===== src/rtl/road_request_scheduler_if.sv =====
// Handshake bundle between the road request scheduler and its traffic-light controller.
interface road_request_scheduler_if #(
  parameter int unsigned roads = 4
) ();
  localparam int unsigned roads_size = $clog2(roads);

  logic [roads-1:0]      req;
  logic                  phase_done;
  logic                  start;
  logic [roads_size-1:0] grant_road;
  logic                  grant_valid;
  logic [roads-1:0]      pending;
  logic                  fault;

  modport master (
    output req, phase_done,
    input  start, grant_road, grant_valid, pending, fault
  );

  modport slave (
    input  req, phase_done,
    output start, grant_road, grant_valid, pending, fault
  );
endinterface


===== src/rtl/road_request_scheduler.sv =====
// Round-robin road request scheduler: latches requests, grants one road at a time,
// forces default rotation when idle and flags a stuck controller.
module road_request_scheduler #(
  parameter int unsigned roads      = 4,
  parameter int unsigned idle_limit = 15,
  parameter int unsigned wait_limit = 255
) (
  input  logic                     clk,
  input  logic                     reset,
  road_request_scheduler_if.slave  bus
);
  localparam int unsigned roads_size = $clog2(roads);
  localparam int unsigned idle_w     = (idle_limit > 0) ? $clog2(idle_limit + 1) : 1;
  localparam int unsigned wait_w     = (wait_limit > 0) ? $clog2(wait_limit + 1) : 1;

  localparam logic [1:0] st_idle   = 2'd0;
  localparam logic [1:0] st_select = 2'd1;
  localparam logic [1:0] st_start  = 2'd2;
  localparam logic [1:0] st_wait   = 2'd3;

  logic [1:0]            r_state;
  logic [1:0]            w_next;
  logic [roads_size-1:0] r_grant_road;
  logic [roads_size-1:0] r_rr_ptr;
  logic [roads-1:0]      r_pending;
  logic                  r_start;
  logic                  r_grant_valid;
  logic                  r_fault;
  logic [idle_w-1:0]     r_idle_cnt;
  logic [wait_w-1:0]     r_wait_cnt;

  logic [roads_size-1:0] w_winner;
  logic                  w_hit;
  logic                  w_any_pending;
  logic                  w_idle_expire;
  logic                  w_wait_expire;
  logic [roads-1:0]      w_clr;

  assign w_any_pending = |r_pending;
  assign w_idle_expire = (idle_limit != 0) && (r_idle_cnt == idle_w'(idle_limit - 1));
  assign w_wait_expire = (r_wait_cnt == wait_w'(wait_limit));

  // First pending road at or after rr_ptr, modulo roads.
  always_comb begin
    w_winner = r_rr_ptr;
    w_hit    = 1'b0;
    for (int unsigned i = 0; i < roads; i++) begin
      if (!w_hit && r_pending[roads_size'((32'(r_rr_ptr) + i) % roads)]) begin
        w_winner = roads_size'((32'(r_rr_ptr) + i) % roads);
        w_hit    = 1'b1;
      end
    end
  end

  always_comb begin
    w_clr = '0;
    if (r_state == st_start) w_clr = roads'(1) << r_grant_road;
  end

  always_ff @(posedge clk) begin
    if (reset) r_state <= st_idle;
    else       r_state <= w_next;
  end

  always_comb begin
    w_next = r_state;
    case (r_state)
      st_idle: begin
        if (w_any_pending)      w_next = st_select;
        else if (w_idle_expire) w_next = st_select;
      end
      st_select: w_next = st_start;
      st_start:  w_next = st_wait;
      st_wait: begin
        if (bus.phase_done)     w_next = st_idle;
        else if (w_wait_expire) w_next = st_idle;
      end
      default:   w_next = st_idle;
    endcase
  end

  // Datapath and registered outputs.
  always_ff @(posedge clk) begin
    if (reset) begin
      r_grant_road  <= '0;
      r_rr_ptr      <= '0;
      r_pending     <= '0;
      r_start       <= 1'b0;
      r_grant_valid <= 1'b0;
      r_fault       <= 1'b0;
      r_idle_cnt    <= '0;
      r_wait_cnt    <= '0;
    end else begin
      r_pending     <= (r_pending & ~w_clr) | bus.req;
      r_start       <= (w_next == st_start);
      r_grant_valid <= (w_next == st_start) || (w_next == st_wait);

      if (r_state == st_select)
        r_grant_road <= w_any_pending ? w_winner : r_rr_ptr;

      if (r_state == st_start)
        r_rr_ptr <= (r_grant_road == roads_size'(roads - 1)) ? '0
                                                             : r_grant_road + roads_size'(1);

      if ((r_state == st_idle) && !w_any_pending && (idle_limit != 0) && !w_idle_expire)
        r_idle_cnt <= r_idle_cnt + idle_w'(1);
      else
        r_idle_cnt <= '0;

      if ((r_state == st_wait) && (w_next == st_wait))
        r_wait_cnt <= r_wait_cnt + wait_w'(1);
      else
        r_wait_cnt <= '0;

      // A phase_done arriving on the last allowed cycle still counts as success.
      if ((r_state == st_wait) && !bus.phase_done && w_wait_expire)
        r_fault <= 1'b1;
    end
  end

  assign bus.start       = r_start;
  assign bus.grant_road  = r_grant_road;
  assign bus.grant_valid = r_grant_valid;
  assign bus.pending     = r_pending;
  assign bus.fault       = r_fault;
endmodule


===== src/flat_wrapper.sv =====
// flat-port wrapper written by rule: the top's interface ports become plain ports
module road_request_scheduler_flat 
#(
  parameter int unsigned roads      = 4,
  parameter int unsigned idle_limit = 15,
  parameter int unsigned wait_limit = 255
)
  (clk, reset, bus_req, bus_phase_done, bus_start, bus_grant_road, bus_grant_valid, bus_pending, bus_fault);
  road_request_scheduler_if #(.roads(roads)) bus_i ();
  input  logic clk;
  input  logic reset;
  input wire logic [$bits(bus_i.req)-1:0] bus_req;
  input wire logic [$bits(bus_i.phase_done)-1:0] bus_phase_done;
  output wire logic [$bits(bus_i.start)-1:0] bus_start;
  output wire logic [$bits(bus_i.grant_road)-1:0] bus_grant_road;
  output wire logic [$bits(bus_i.grant_valid)-1:0] bus_grant_valid;
  output wire logic [$bits(bus_i.pending)-1:0] bus_pending;
  output wire logic [$bits(bus_i.fault)-1:0] bus_fault;
  assign bus_i.req = bus_req;
  assign bus_i.phase_done = bus_phase_done;
  assign bus_start = bus_i.start;
  assign bus_grant_road = bus_i.grant_road;
  assign bus_grant_valid = bus_i.grant_valid;
  assign bus_pending = bus_i.pending;
  assign bus_fault = bus_i.fault;
  road_request_scheduler #(.roads(roads), .idle_limit(idle_limit), .wait_limit(wait_limit)) u_core (.clk(clk), .reset(reset), .bus(bus_i));
endmodule

===== config.mk =====
export PLATFORM = sky130hd
export DESIGN_NAME = road_request_scheduler_flat
export DESIGN_NICKNAME = d
export VERILOG_FILES = /design/src/rtl/road_request_scheduler_if.sv /design/src/rtl/road_request_scheduler.sv /design/src/flat_wrapper.sv
export SDC_FILE = /design/constraint.sdc
export NUM_CORES = 1
export LEC_CHECK = 0
export BUFFER_PORTS_ARGS = -buffer_cell sky130_fd_sc_hd__buf_2
export CORE_ASPECT_RATIO = 1.25
export CORE_MARGIN = 2
export CORE_UTILIZATION = 35
export DETAILED_ROUTE_END_ITERATION = 10
export GPL_TIMING_DRIVEN = 0
export PLACE_DENSITY = 0.6
export SYNTH_ARGS = -nofsm -noshare
export SYNTH_HDL_FRONTEND = slang
export SYNTH_SLANG_ARGS = --single-unit

===== constraint.sdc =====
create_clock -name clk -period 1.5 [get_ports clk]
set_clock_uncertainty 0.05 [all_clocks]
set_input_delay 0.225 -clock clk [delete_from_list [all_inputs] [get_ports clk]]
set_output_delay 0.225 -clock clk [all_outputs]
set_load 0.005 [all_outputs]

==> out/results.md, run 1 <==
### GRT
- **met2 Resource Use GR** 22.9%
- **via count of the first global-routing pass** 869
- **largest net degree at the start of global routing** 15
- **All-Layer GR Usage** 13.7%
- **met1 Use GR** 17.2%
- **initial antenna violation count** 0
- **wire length of the first global-routing pass** 3730 um
- **grt met3 use** 2.69%
- **most heavily used metal layer in global routing** met2
- **global route total overflow** 0

### Finish
- **number of diodes** 0
- **proportion of layout cells with a drive suffix above 1** 27.0%
- **Area growth syn-to-layout** 20.5%
- **final cell utilization of the core** 44.9%
- **Layout fillers** 315
- **Final nets** 167

### Placed design
- **number of buffers added on ports** 14
- **post-detailed-placement half-perimeter wirelength** 1600 um
- **GP Congestion** 0.810
- **post-place setup slack** -0.127 ns

### Worst setup path
- **slowest cell on the critical path** sky130_fd_sc_hd__or4_4
- **Worst Path Arrival** 1.69 ns
- **count of buffering cells on the critical path with inverters included** 0
- **worst stage delay on the critical path** 0.47 ns
- **critical path, cell by cell** nor4_4 > nand2_1 > or4_4 > nor2_1
- **required time of the critical path** 1.71 ns
- **critical path startpoint category** flip-flop
- **CP top delay family** simple AND/OR/NAND/NOR gates
- **Worst setup EP type** flip-flop
- **CP max FO** 4
- **Worst Path Class, Setup** reg2reg

### Clock network
- **sinks on the clock net** 25
- **Root Buffer Master** sky130_fd_sc_hd__clkbuf_4
- **post-CTS clock slew at the launch and capture registers of the worst setup and hold paths** 0.13 ns
- **number of H-tree levels** 1
- **largest buffer count on any clock path** 2
- **CTS Buf Count** 3
- **clock insertion delay at the later pin of the skew report** 0.31 ns
- **CTS tree** yes
- **number of hold-repair buffers added at the cts stage** 0

### Route
- **number of detailed-routing iterations run before antenna repair** 4
- **number of DRC violations after detailed-routing iteration 0** 10
- **count of nets left with antenna violations after detail routing** 0
- **DRC violations left** 0
- **via density per instance** 4.95
- **final WL** 2160 um
- **Wirelength per Cell** 11.5 um
- **routed via count** 931

### STA
- **Fin Setup TNS** 0 ns
- **RSZ-0062 raised after global routing** yes
- **Max-Slew Margin vs Limit** 69.1%
- **final critical-path required period** 1.48 ns
- **period utilisation layout** 98.4%
- **transition time at the pin with the least slew margin** 0.464 ns
- **final hold viol count** 0
- **min setup slack post-route** 0.0239 ns
- **Highest Clock Rate** 677 MHz
- **number of failing setup endpoints in the final timing report** 0
- **Pins Over Slew Limit** 0

### Die
- **Placeable Area** 2970 um2
- **FP Rows** 22
- **count of boundary I/O pins** 16
- **Initial Util** 37.3%
- **Chip Width** 54.3 um
- **die height** 66.9 um
- **Total Die Area** 3640 um2

### Power
- **total power divided by cell area** 891 nW/um2
- **maximum VDD drop** 0.567 mV
- **static power due to leakage** 0.541 nW

### Synthesis
- **cell area after synthesis** 1110 um2
- **synth unique cells** 30
- **number of warnings printed during yosys synthesis** 0
- **count of flip-flops with a built-in enable after synthesis** 0
- **sequential cell area fraction in the yosys report** 45.1%
- **post-synthesis area per instance** 8.59 um2
- **predominant post-synthesis flop cell** sky130_fd_sc_hd__dfxtp_1
- **ys async rst share** 0%
- **post-synthesis instance total** 129
- **flip-flop and latch count after synthesis** 25
- **Post-Synthesis Net Count** 143

### Hold path
- **hold crit path type** in2reg

### Flow run
- **number of max-capacitance violations reported** 0

### Status
- **status** finished clean

per-layer routing:
layer	part of all wire (%)	vias to the layer above
met5	0	-
met4	0.88	0
met3	4.3	2
met2	50	19
met1	45	430
li1	-	480
final cells by class:
class	instances	area, um2	area share (%)
plain buffers	4	18.8	1.40
well taps	36	45.0	3.37
clock buffers	3	22.5	1.69
flip-flops and latches	25	512	38.3
clock inverters	1	5.00	0.375
repair buffers	19	108	8.05
inverters	9	33.8	2.53
multi-input cells	91	592	44.3
kinds of logic after synthesis:
family,after synthesis,share of synthesized area (%)
simple gates,57,25.2
flops,25,45.1
compound gates,19,10.7
buf+inv,13,4.63
xor+xnor,7,5.53
fa+ha+maj,7,7.90
mux,1,0.903
power breakdown:
part | internal, mW | switching, mW | total [mW]
Sequential | 0.697 | 0.0436 | 0.741
Combinational | 0.0781 | 0.0770 | 0.155
Clock | 0.0997 | 0.195 | 0.295
synth_stat cells, types with 2 or more instances:
cell | number | share of area (%)
sky130_fd_sc_hd__o41ai_1 | 2 | 1.6
sky130_fd_sc_hd__nor2_1 | 25 | 8.5
sky130_fd_sc_hd__nand2b_1 | 2 | 1.1
sky130_fd_sc_hd__nor3_1 | 4 | 1.8
sky130_fd_sc_hd__ha_1 | 7 | 7.9
sky130_fd_sc_hd__o21ai_0 | 4 | 1.8
sky130_fd_sc_hd__xor2_1 | 3 | 2.4
sky130_fd_sc_hd__nand3b_1 | 2 | 1.4
sky130_fd_sc_hd__nand3_1 | 5 | 2.3
sky130_fd_sc_hd__a21oi_1 | 7 | 3.2
sky130_fd_sc_hd__nor2b_1 | 3 | 1.7
sky130_fd_sc_hd__nand2_1 | 10 | 3.4
sky130_fd_sc_hd__inv_1 | 9 | 3.0
sky130_fd_sc_hd__clkbuf_1 | 2 | 0.68
sky130_fd_sc_hd__xnor2_1 | 4 | 3.2
sky130_fd_sc_hd__a211oi_1 | 2 | 1.4
sky130_fd_sc_hd__dfxtp_1 | 25 | 45
layout by cell type, fill, tap and decap left out, types with 2 or more instances in the layout:
cell type                   n
sky130_fd_sc_hd__a211oi_1   2
sky130_fd_sc_hd__clkbuf_4   3
sky130_fd_sc_hd__nand3b_1   2
sky130_fd_sc_hd__nor2_1    23
sky130_fd_sc_hd__buf_4      5
sky130_fd_sc_hd__inv_1      9
sky130_fd_sc_hd__nand2b_1   2
sky130_fd_sc_hd__xor2_1     3
sky130_fd_sc_hd__nand2_1   10
sky130_fd_sc_hd__o21ai_0    4
sky130_fd_sc_hd__o41ai_1    2
sky130_fd_sc_hd__nor2b_1    3
sky130_fd_sc_hd__dfxtp_4    2
sky130_fd_sc_hd__ha_2       2
sky130_fd_sc_hd__nand3_1    4
sky130_fd_sc_hd__nor3_1     3
sky130_fd_sc_hd__dfxtp_2    3
sky130_fd_sc_hd__ha_1       5
sky130_fd_sc_hd__clkbuf_2   2
sky130_fd_sc_hd__buf_2     15
sky130_fd_sc_hd__xnor2_1    4
sky130_fd_sc_hd__dfxtp_1   20
sky130_fd_sc_hd__a21oi_1    7
sky130_fd_sc_hd__nor2_2     2
worst min-delay path, stage by stage:
cell and delay (ns):
sky130_fd_sc_hd__buf_2 0.07, sky130_fd_sc_hd__a21oi_1 0.03, sky130_fd_sc_hd__nor2_1 0.06
what timing repair did:
action | 4_1_cts | 5_1_grt
gates resized for setup | 6 | 11
setup buffers | 0 | 5
setup endpoints to repair | 13 | 14
pin swaps | 0 | 4
per-stage QoR:
stage                     cell area (um2)  power, mW  hold slack, ns  cells
final                                1340       1.19          0.0536    188
after global routing                 1340       1.27          0.0616    188
after CTS                            1280       1.20          0.0493    183
after detailed placement             1220      0.897           0.388    179
after global placement               1220      0.891           0.382    179
after floorplan                      1110      0.841           0.281    129
registers in the layout (all words and copies together) (netlist names):
signal	flops
u_core.r_idle_cnt	4
u_core.bus.pending	4
u_core.bus.grant_valid	1
u_core.bus.start	1
u_core.r_rr_ptr	2
u_core.r_state	2
u_core.bus.fault	1
u_core.bus.grant_road	2
u_core.r_wait_cnt	8
final timing paths:
kind                            depth (start not counted)                     to             startpoint  slack, ns
worst max register to register                          4   u_core.r_idle_cnt[2]  u_core.bus.pending[0]       0.02
worst max-delay path                                    4   u_core.r_idle_cnt[2]  u_core.bus.pending[0]       0.02
worst min register to register                          1   u_core.r_idle_cnt[0]   u_core.r_idle_cnt[0]       0.39
worst min-delay path                                    3  u_core.bus.pending[3]             bus_req[3]       0.05
Power figures use the tool's default switching activity.
==> inputs of run 2 (changes only) <==
- CORE_ASPECT_RATIO: 1.25 -> 0.75
==> run 2 against run 1 <==
Sequential power about the same; highest routed layer unchanged; core utilization down 0.24 points; largest power group unchanged; worst setup slack better by 0.014 ns.
==> out/results.md, run 2 (synthesis gave the netlist of run 1 again) <==
### Clock network
- **clock insertion delay at the later pin of the skew report** 0.28 ns, -0.03 ns
- **number of hold-repair buffers added at the cts stage** 0, unchanged
- **sinks on the clock net** 25, unchanged
- **CTS tree** yes
- **largest buffer count on any clock path** 2, unchanged
- **CTS Buf Count** 3, unchanged
- **number of H-tree levels** 1, unchanged
- **post-CTS clock slew at the launch and capture registers of the worst setup and hold paths** 0.10 ns, -0.03 ns
- **Root Buffer Master** sky130_fd_sc_hd__clkbuf_8

### Power
- **share of power burned in the clock network** 32.4%, +7.7 points
- **net switching component of the power** 0.360 mW, +14%
- **sequential share of power** 56.0%, -6.2 points
- **fraction of power spent switching nets** 27.1%, +0.62 points
- **part of the total power dissipated in combinational logic** 11.6%, -1.4 points
- **static power due to leakage** 0.539 nW, -0.36%
- **design internal power** 0.967 mW, +11%
- **total power divided by cell area** 997 nW/um2, +12%
- **maximum VDD drop** 0.561 mV, -1.1%
- **Final Power** 1.33 mW, +12%

### Finish
- **Cell Count, Final, Fillers Out** 187, -0.53%
- **proportion of layout cells with a drive suffix above 1** 23.5%, -3.5 points
- **final cell utilization of the core** 44.7%, -0.24 points
- **Area growth syn-to-layout** 20.1%
- **max reg flops** 8, unchanged
- **Layout fillers** 312, -0.95%
- **most used cells in the layout excluding fill and tap cells** sky130_fd_sc_hd__nor2_1 (25), sky130_fd_sc_hd__dfxtp_1 (20), sky130_fd_sc_hd__buf_2 (14)
- **Final nets** 164, -1.8%
- **number of diodes** 0, unchanged
- **most frequent standard cell in the layout excluding fill and tap cells** sky130_fd_sc_hd__nor2_1
- **Top reg by flops** u_core.r_wait_cnt
- **final cell area excluding filler cells** 1330 um2, -0.37%

### Route
- **final WL** 2380 um, +10%
- **count of nets left with antenna violations after detail routing** 0, unchanged
- **number of DRC violations after detailed-routing iteration 0** 26, +16
- **DRC violations left** 0, unchanged
- **number of detailed-routing iterations run before antenna repair** 4, unchanged
- **routed via count** 904, -2.9%
- **Wirelength per Cell** 12.7 um, +11%
- **via density per instance** 4.83, -2.4%

### STA
- **final critical-path required period** 1.46 ns, -0.0143 ns
- **transition time at the pin with the least slew margin** 0.468 ns, +0.00405 ns
- **min setup slack post-route** 0.0382 ns, +0.0143 ns
- **RSZ-0062 raised after global routing** yes
- **period utilisation layout** 97.5%, -0.95 points
- **Pins Over Slew Limit** 0, unchanged
- **final hold viol count** 0, unchanged
- **final worst hold slack** 0.0969 ns, +0.0434 ns
- **Max-Slew Margin vs Limit** 68.8%, -0.27 points
- **Highest Clock Rate** 684 MHz, +0.98%
- **Fin Setup TNS** 0 ns, unchanged
- **number of failing setup endpoints in the final timing report** 0, unchanged

### Worst setup path
- **Worst Path Arrival** 1.63 ns, -0.06 ns
- **count of buffering cells on the critical path with inverters included** 0, unchanged
- **Worst setup EP type** flip-flop
- **CP max FO** 6, +2
- **critical path, cell by cell** nor4_4 > nand2_1 > or4_4 > nor2_1
- **critical path startpoint category** flip-flop
- **slowest cell on the critical path** sky130_fd_sc_hd__or4_4
- **Worst Path Class, Setup** reg2reg
- **required time of the critical path** 1.66 ns, -0.05 ns
- **CP top delay family** simple AND/OR/NAND/NOR gates
- **worst stage delay on the critical path** 0.45 ns, -0.02 ns

### Placed design
- **post-place setup slack** -0.112 ns, +0.0155 ns
- **GP Congestion** 0.794, -1.9%
- **number of cells in the design after placement** 181, +1.1%
- **post-detailed-placement half-perimeter wirelength** 1650 um, +3.4%
- **placed instance area** 1230 um2, +0.21%
- **number of buffers added on ports** 14, unchanged

### GRT
- **via count of the first global-routing pass** 916, +5.4%
- **grt met3 use** 4.52%, +1.8 points
- **wire length of the first global-routing pass** 4150 um, +11%
- **initial antenna violation count** 0, unchanged
- **largest net degree at the start of global routing** 17, +2
- **met1 Use GR** 19.7%, +2.6 points
- **global route total overflow** 0, unchanged
- **All-Layer GR Usage** 15.6%, +1.9 points
- **met2 Resource Use GR** 26.0%, +3.1 points
- **most heavily used metal layer in global routing** met2

### Die
- **die height** 52.7 um, -21%
- **Initial Util** 37.2%, -0.063 points
- **Placeable Area** 2980 um2, +0.17%
- **FP Rows** 17, -23%
- **Total Die Area** 3640 um2, about the same
- **Chip Width** 69.0 um, +27%
- **count of boundary I/O pins** 16, unchanged

### Status
- **status** finished clean

### Flow run
- **number of max-capacitance violations reported** 0, unchanged

### Hold path
- **hold crit path type** in2reg

## run 2: cell types whose count changed in the layout (fill, tap and decap cells not counted), moves of 2 or more
cell / change
sky130_fd_sc_hd__buf_4: -2
sky130_fd_sc_hd__nor2_2: -2
sky130_fd_sc_hd__clkbuf_8: +3
sky130_fd_sc_hd__nor2_1: +2
sky130_fd_sc_hd__clkbuf_4: -3
## run 2: repair_timing
action                                  in CTS  in global routing
gates resized for setup                      4                 10
buffers inserted                             1                  2
pin swaps                                    1                  6
endpoints found under the setup margin      13                 18
cloned                                       0                  0
## run 2: worst paths after layout
path / from / end / slack [ns] / depth (start not counted)
worst min-delay path: bus_req[1] / u_core.bus.pending[1] / 0.1 / 3
worst max-delay path: u_core.bus.pending[3] / u_core.r_idle_cnt[3] / 0.04 / 4
worst min register to register: u_core.r_idle_cnt[0] / u_core.r_idle_cnt[0] / 0.39 / 1
worst max register to register: u_core.bus.pending[3] / u_core.r_idle_cnt[3] / 0.04 / 4
## run 2: final cells by class
cell class                      count  area [um2]  area share, %
Buffer                              3        13.8           1.03
Clock buffer                        3        41.3           3.10
Clock inverter                      1        8.76          0.658
Inverter                            9        33.8           2.54
Multi-Input combinational cell     91         584           43.9
Sequential cell                    25         509           38.3
Tap cell                           38        47.5           3.57
Timing Repair Buffer               17        92.6           6.95
## run 2: power groups by stage
stage	registers (mW)	logic, mW	clock network [mW]
finish	0.744	0.154	0.430
global route	0.750	0.177	0.476
CTS	0.739	0.149	0.443
detailed placement	0.753	0.145	0
global placement	0.750	0.139	0
floorplan	0.746	0.0946	0
## run 2: per-layer routing
layer / vias to the layer above / part of all wire (%) / routed length (um)
met4: 0 / 0.67 / 16
li1: 465 / - / -
met5: - / 0 / 0
met2: 22 / 51 / 1210
met3: 2 / 4.9 / 117
met1: 415 / 43 / 1030
## run 2: worst reg2reg max path, delay by kind of cell, from the launching register on
kind,cells,cell delay (ns)
and+or+nand+nor,4,0.96
DFF,1,0.38
==> inputs of run 3 (changes only) <==
- ABC_AREA: not set -> 1
==> run 3 against run 2 <==
The run now ends with negative setup slack left; non-clock buffer count increased by 4; core utilization up 2.0 points; die area is 15% higher; critical path depth increased by 8; register-to-register slack got worse by 0.097 ns; flip-flop and latch count stayed put; worst setup slack lost 0.097 ns; synthesized cell count grew 36%; clock-buffer cell count up 1; via count increased by 27%; global-route usage fell by 2.1 points; largest cell class unchanged.
==> out/results.md, run 3 <==
### Status
- **status** finished, violations left
- **violated checks** negative setup slack

### Die
- **FP Rows** 19, +2
- **count of boundary I/O pins** 16, unchanged
- **Initial Util** 36.0%, -1.3 points
- **Chip Width** 74.1 um, +7.5%
- **die height** 56.6 um, +7.3%
- **Total Die Area** 4200 um2, +15%
- **Placeable Area** 3590 um2, +21%

### STA
- **final hold viol count** 0, unchanged
- **Highest Clock Rate** 642 MHz, -6.2%
- **min setup slack post-route** -0.0584 ns, -0.0965 ns
- **RSZ-0062 raised after global routing** yes
- **final worst hold slack** 0.117 ns, +0.0196 ns
- **Pins Over Slew Limit** 0, unchanged
- **number of failing setup endpoints in the final timing report** 10, +10
- **Fin Setup TNS** -0.390 ns, -0.390 ns
- **period utilisation layout** 104%, +6.4 points
- **transition time at the pin with the least slew margin** 0.508 ns, +0.0401 ns
- **Max-Slew Margin vs Limit** 66.1%, -2.7 points
- **final critical-path required period** 1.56 ns, +0.0965 ns

### Clock network
- **post-CTS clock slew at the launch and capture registers of the worst setup and hold paths** 0.08 ns, -0.02 ns
- **sinks on the clock net** 25, unchanged
- **number of H-tree levels** 1, unchanged
- **largest buffer count on any clock path** 2, unchanged
- **clock insertion delay at the later pin of the skew report** 0.26 ns, -0.02 ns
- **CTS Buf Count** 3, unchanged
- **Root Buffer Master** sky130_fd_sc_hd__clkbuf_8
- **CTS tree** yes
- **number of hold-repair buffers added at the cts stage** 0, unchanged

### Synthesis
- **top cells by area, synth** sky130_fd_sc_hd__dfxtp_1 (39%), sky130_fd_sc_hd__nand2_1 (13%), sky130_fd_sc_hd__ha_1 (6.8%)
- **leading area contributor after synthesis** sky130_fd_sc_hd__dfxtp_1
- **ys async rst share** 0%, unchanged
- **share of the synthesized area in the top cell type** 38.8%, -6.4 points
- **number of warnings printed during yosys synthesis** 0, unchanged
- **Post-Synthesis Net Count** 190, +33%
- **post-synthesis area per instance** 7.34 um2, -15%
- **most instantiated library cell after synthesis** sky130_fd_sc_hd__nand2_1
- **predominant post-synthesis flop cell** sky130_fd_sc_hd__dfxtp_1
- **post-synthesis instance total** 176, +36%
- **sequential cell area fraction in the yosys report** 38.8%, -6.4 points
- **count of flip-flops with a built-in enable after synthesis** 0, unchanged
- **flip-flop and latch count after synthesis** 25, unchanged
- **cell area after synthesis** 1290 um2, +16%
- **synth unique cells** 27, -10%
- **most instantiated cells after synthesis** sky130_fd_sc_hd__nand2_1 (43), sky130_fd_sc_hd__dfxtp_1 (25), sky130_fd_sc_hd__inv_1 (19), sky130_fd_sc_hd__nor2_1 (19), sky130_fd_sc_hd__nand3_1 (10)

### Route
- **number of DRC violations after detailed-routing iteration 0** 39, +50%
- **final WL** 2710 um, +14%
- **via density per instance** 4.52, -6.5%
- **count of nets left with antenna violations after detail routing** 0, unchanged
- **routed via count** 1144, +27%
- **DRC violations left** 0, unchanged
- **Wirelength per Cell** 10.7 um, -16%
- **number of detailed-routing iterations run before antenna repair** 4, unchanged

### Finish
- **final cell area excluding filler cells** 1680 um2, +26%
- **Cell Count, Final, Fillers Out** 253, +35%
- **number of diodes** 0, unchanged
- **most used cells in the layout excluding fill and tap cells** sky130_fd_sc_hd__nand2_1 (29), sky130_fd_sc_hd__dfxtp_1 (19), sky130_fd_sc_hd__inv_1 (17), sky130_fd_sc_hd__nand2_2 (17)
- **Final nets** 216, +32%
- **most frequent standard cell in the layout excluding fill and tap cells** sky130_fd_sc_hd__nand2_1
- **Area growth syn-to-layout** 29.8%
- **max reg flops** 8, unchanged
- **proportion of layout cells with a drive suffix above 1** 38.8%, +15 points
- **Top reg by flops** u_core.r_wait_cnt

### Worst setup path
- **worst setup path startpoint** u_core.r_wait_cnt[1]
- **number of cell instances on the worst register-to-register path** 12, +8
- **RR Startpoint** u_core.r_wait_cnt[1]
- **Worst Path Arrival** 1.67 ns, +0.04 ns
- **destination of the critical timing path** u_core.r_wait_cnt[2]
- **critical path startpoint category** flip-flop
- **Worst Path Class, Setup** reg2reg
- **worst flop-to-flop path endpoint** u_core.r_wait_cnt[2]
- **register-to-register setup slack** -0.06 ns, -0.10 ns
- **CP max FO** 8, +2
- **required time of the critical path** 1.61 ns, -0.05 ns
- **Worst setup EP type** flip-flop

### Placed design
- **number of buffers added on ports** 14, unchanged
- **post-detailed-placement half-perimeter wirelength** 1890 um, +14%
- **placed instance area** 1430 um2, +16%
- **post-place setup slack** -0.166 ns, -0.0544 ns
- **GP Congestion** 0.727, -8.4%
- **number of cells in the design after placement** 242, +34%

### Hold path
- **Hold Path Cell Cnt** 3, unchanged
- **hold crit path type** in2reg

### GRT
- **global route total overflow** 0, unchanged
- **largest net degree at the start of global routing** 14, -3
- **via count of the first global-routing pass** 1054, +15%
- **initial antenna violation count** 0, unchanged
- **wire length of the first global-routing pass** 4500 um, +8.5%
- **All-Layer GR Usage** 13.5%, -2.1 points

### Power
- **total power divided by cell area** 912 nW/um2, -8.6%
- **static power due to leakage** 0.712 nW, +32%
- **maximum VDD drop** 0.571 mV, +1.9%

### Flow run
- **number of max-capacitance violations reported** 0, unchanged

run 3: changes by cell type in the layout (fill, tap and decap cells not counted), moves of 5 or more:
cell                      previous run  this run
sky130_fd_sc_hd__nor2_1             25        14
sky130_fd_sc_hd__inv_1               9        17
sky130_fd_sc_hd__nor2_2              0         5
sky130_fd_sc_hd__nand2_2             0        17
sky130_fd_sc_hd__nand2_4             0         6
sky130_fd_sc_hd__nand2_1            10        29
run 3: cell families (layout without fill, tap and decap cells):
| family | Yosys count | after routing | share of synthesized area (%) |
|---|---|---|---|
| flip-flops | 25 | 25 | 38.8 |
| adder cells (fa/ha/maj) | 7 | 7 | 6.78 |
| AND/OR/NAND/NOR | 93 | 93 | 33.2 |
| XOR/XNOR | 4 | 4 | 2.71 |
| buffers and inverters | 24 | 49 | 8.14 |
| AO/OA/AOI/OAI | 23 | 23 | 10.4 |
run 3: final cells by class:
| cell class | count | area [um2] |
|---|---|---|
| Tap cell | 52 | 65.1 |
| Timing Repair Buffer | 21 | 123 |
| Fill cell | 365 | 1910 |
| Multi-Input combinational cell | 127 | 828 |
| Inverter | 21 | 86.3 |
| Sequential cell | 25 | 510 |
| Clock buffer | 4 | 45.0 |
| Buffer | 3 | 18.8 |
run 3: power by group:
part           switching, mW  internal, mW  total, mW
logic                  0.249         0.153      0.402
registers             0.0421         0.702      0.744
clock network          0.193         0.189      0.382
total                  0.484          1.04       1.53
run 3: timing repair:
action                     in CTS  in global routing
buffers inserted                4                  2
cloned                          0                  1
setup endpoints to repair      13                 14
resized for setup               7                 42
pin swaps                       4                 17
run 3: worst min-delay path by stage:
stage | start | endpoint | slack, ns
CTS | bus_req[0] | u_core.bus.pending[0] | 0.11
detailed placement | bus_req[2] | u_core.bus.pending[2] | 0.39
floorplan | bus_req[0] | u_core.bus.pending[0] | 0.29
global placement | bus_req[1] | u_core.bus.pending[1] | 0.38
global route | bus_req[2] | u_core.bus.pending[2] | 0.13
finish | bus_req[0] | u_core.bus.pending[0] | 0.12
run 3: stage by stage:
stage	util (%)	total power [mW]
3_5_place_dp	39.7	1.09
2_1_floorplan	-	1.00
4_1_cts	42.3	1.48
6_report	46.7	1.53
5_1_grt	46.7	1.63
3_3_place_gp	39.7	1.09
run 3: worst max-delay path, cell delays in order (launching register included):
cell and delay [ns]:
sky130_fd_sc_hd__dfxtp_2 0.36, sky130_fd_sc_hd__ha_4 0.15, sky130_fd_sc_hd__nand2_4 0.05, sky130_fd_sc_hd__nor2_4 0.10, sky130_fd_sc_hd__inv_2 0.04, sky130_fd_sc_hd__nor2_2 0.09
sky130_fd_sc_hd__nand2_1 0.07, sky130_fd_sc_hd__nor2_2 0.14, sky130_fd_sc_hd__nand2_2 0.09, sky130_fd_sc_hd__nand2_4 0.09, sky130_fd_sc_hd__nor2_4 0.04, sky130_fd_sc_hd__nand2_4 0.12
sky130_fd_sc_hd__nor3b_2 0.06
run 3: layer usage:
layer,GRT usage (%),vias to the layer above,share of wire (%)
met3,3.77,2,4.7
li1,-,610,-
met1,19.2,514,52
met4,2.34,0,0.44
met5,0,-,0
met2,20.5,18,42
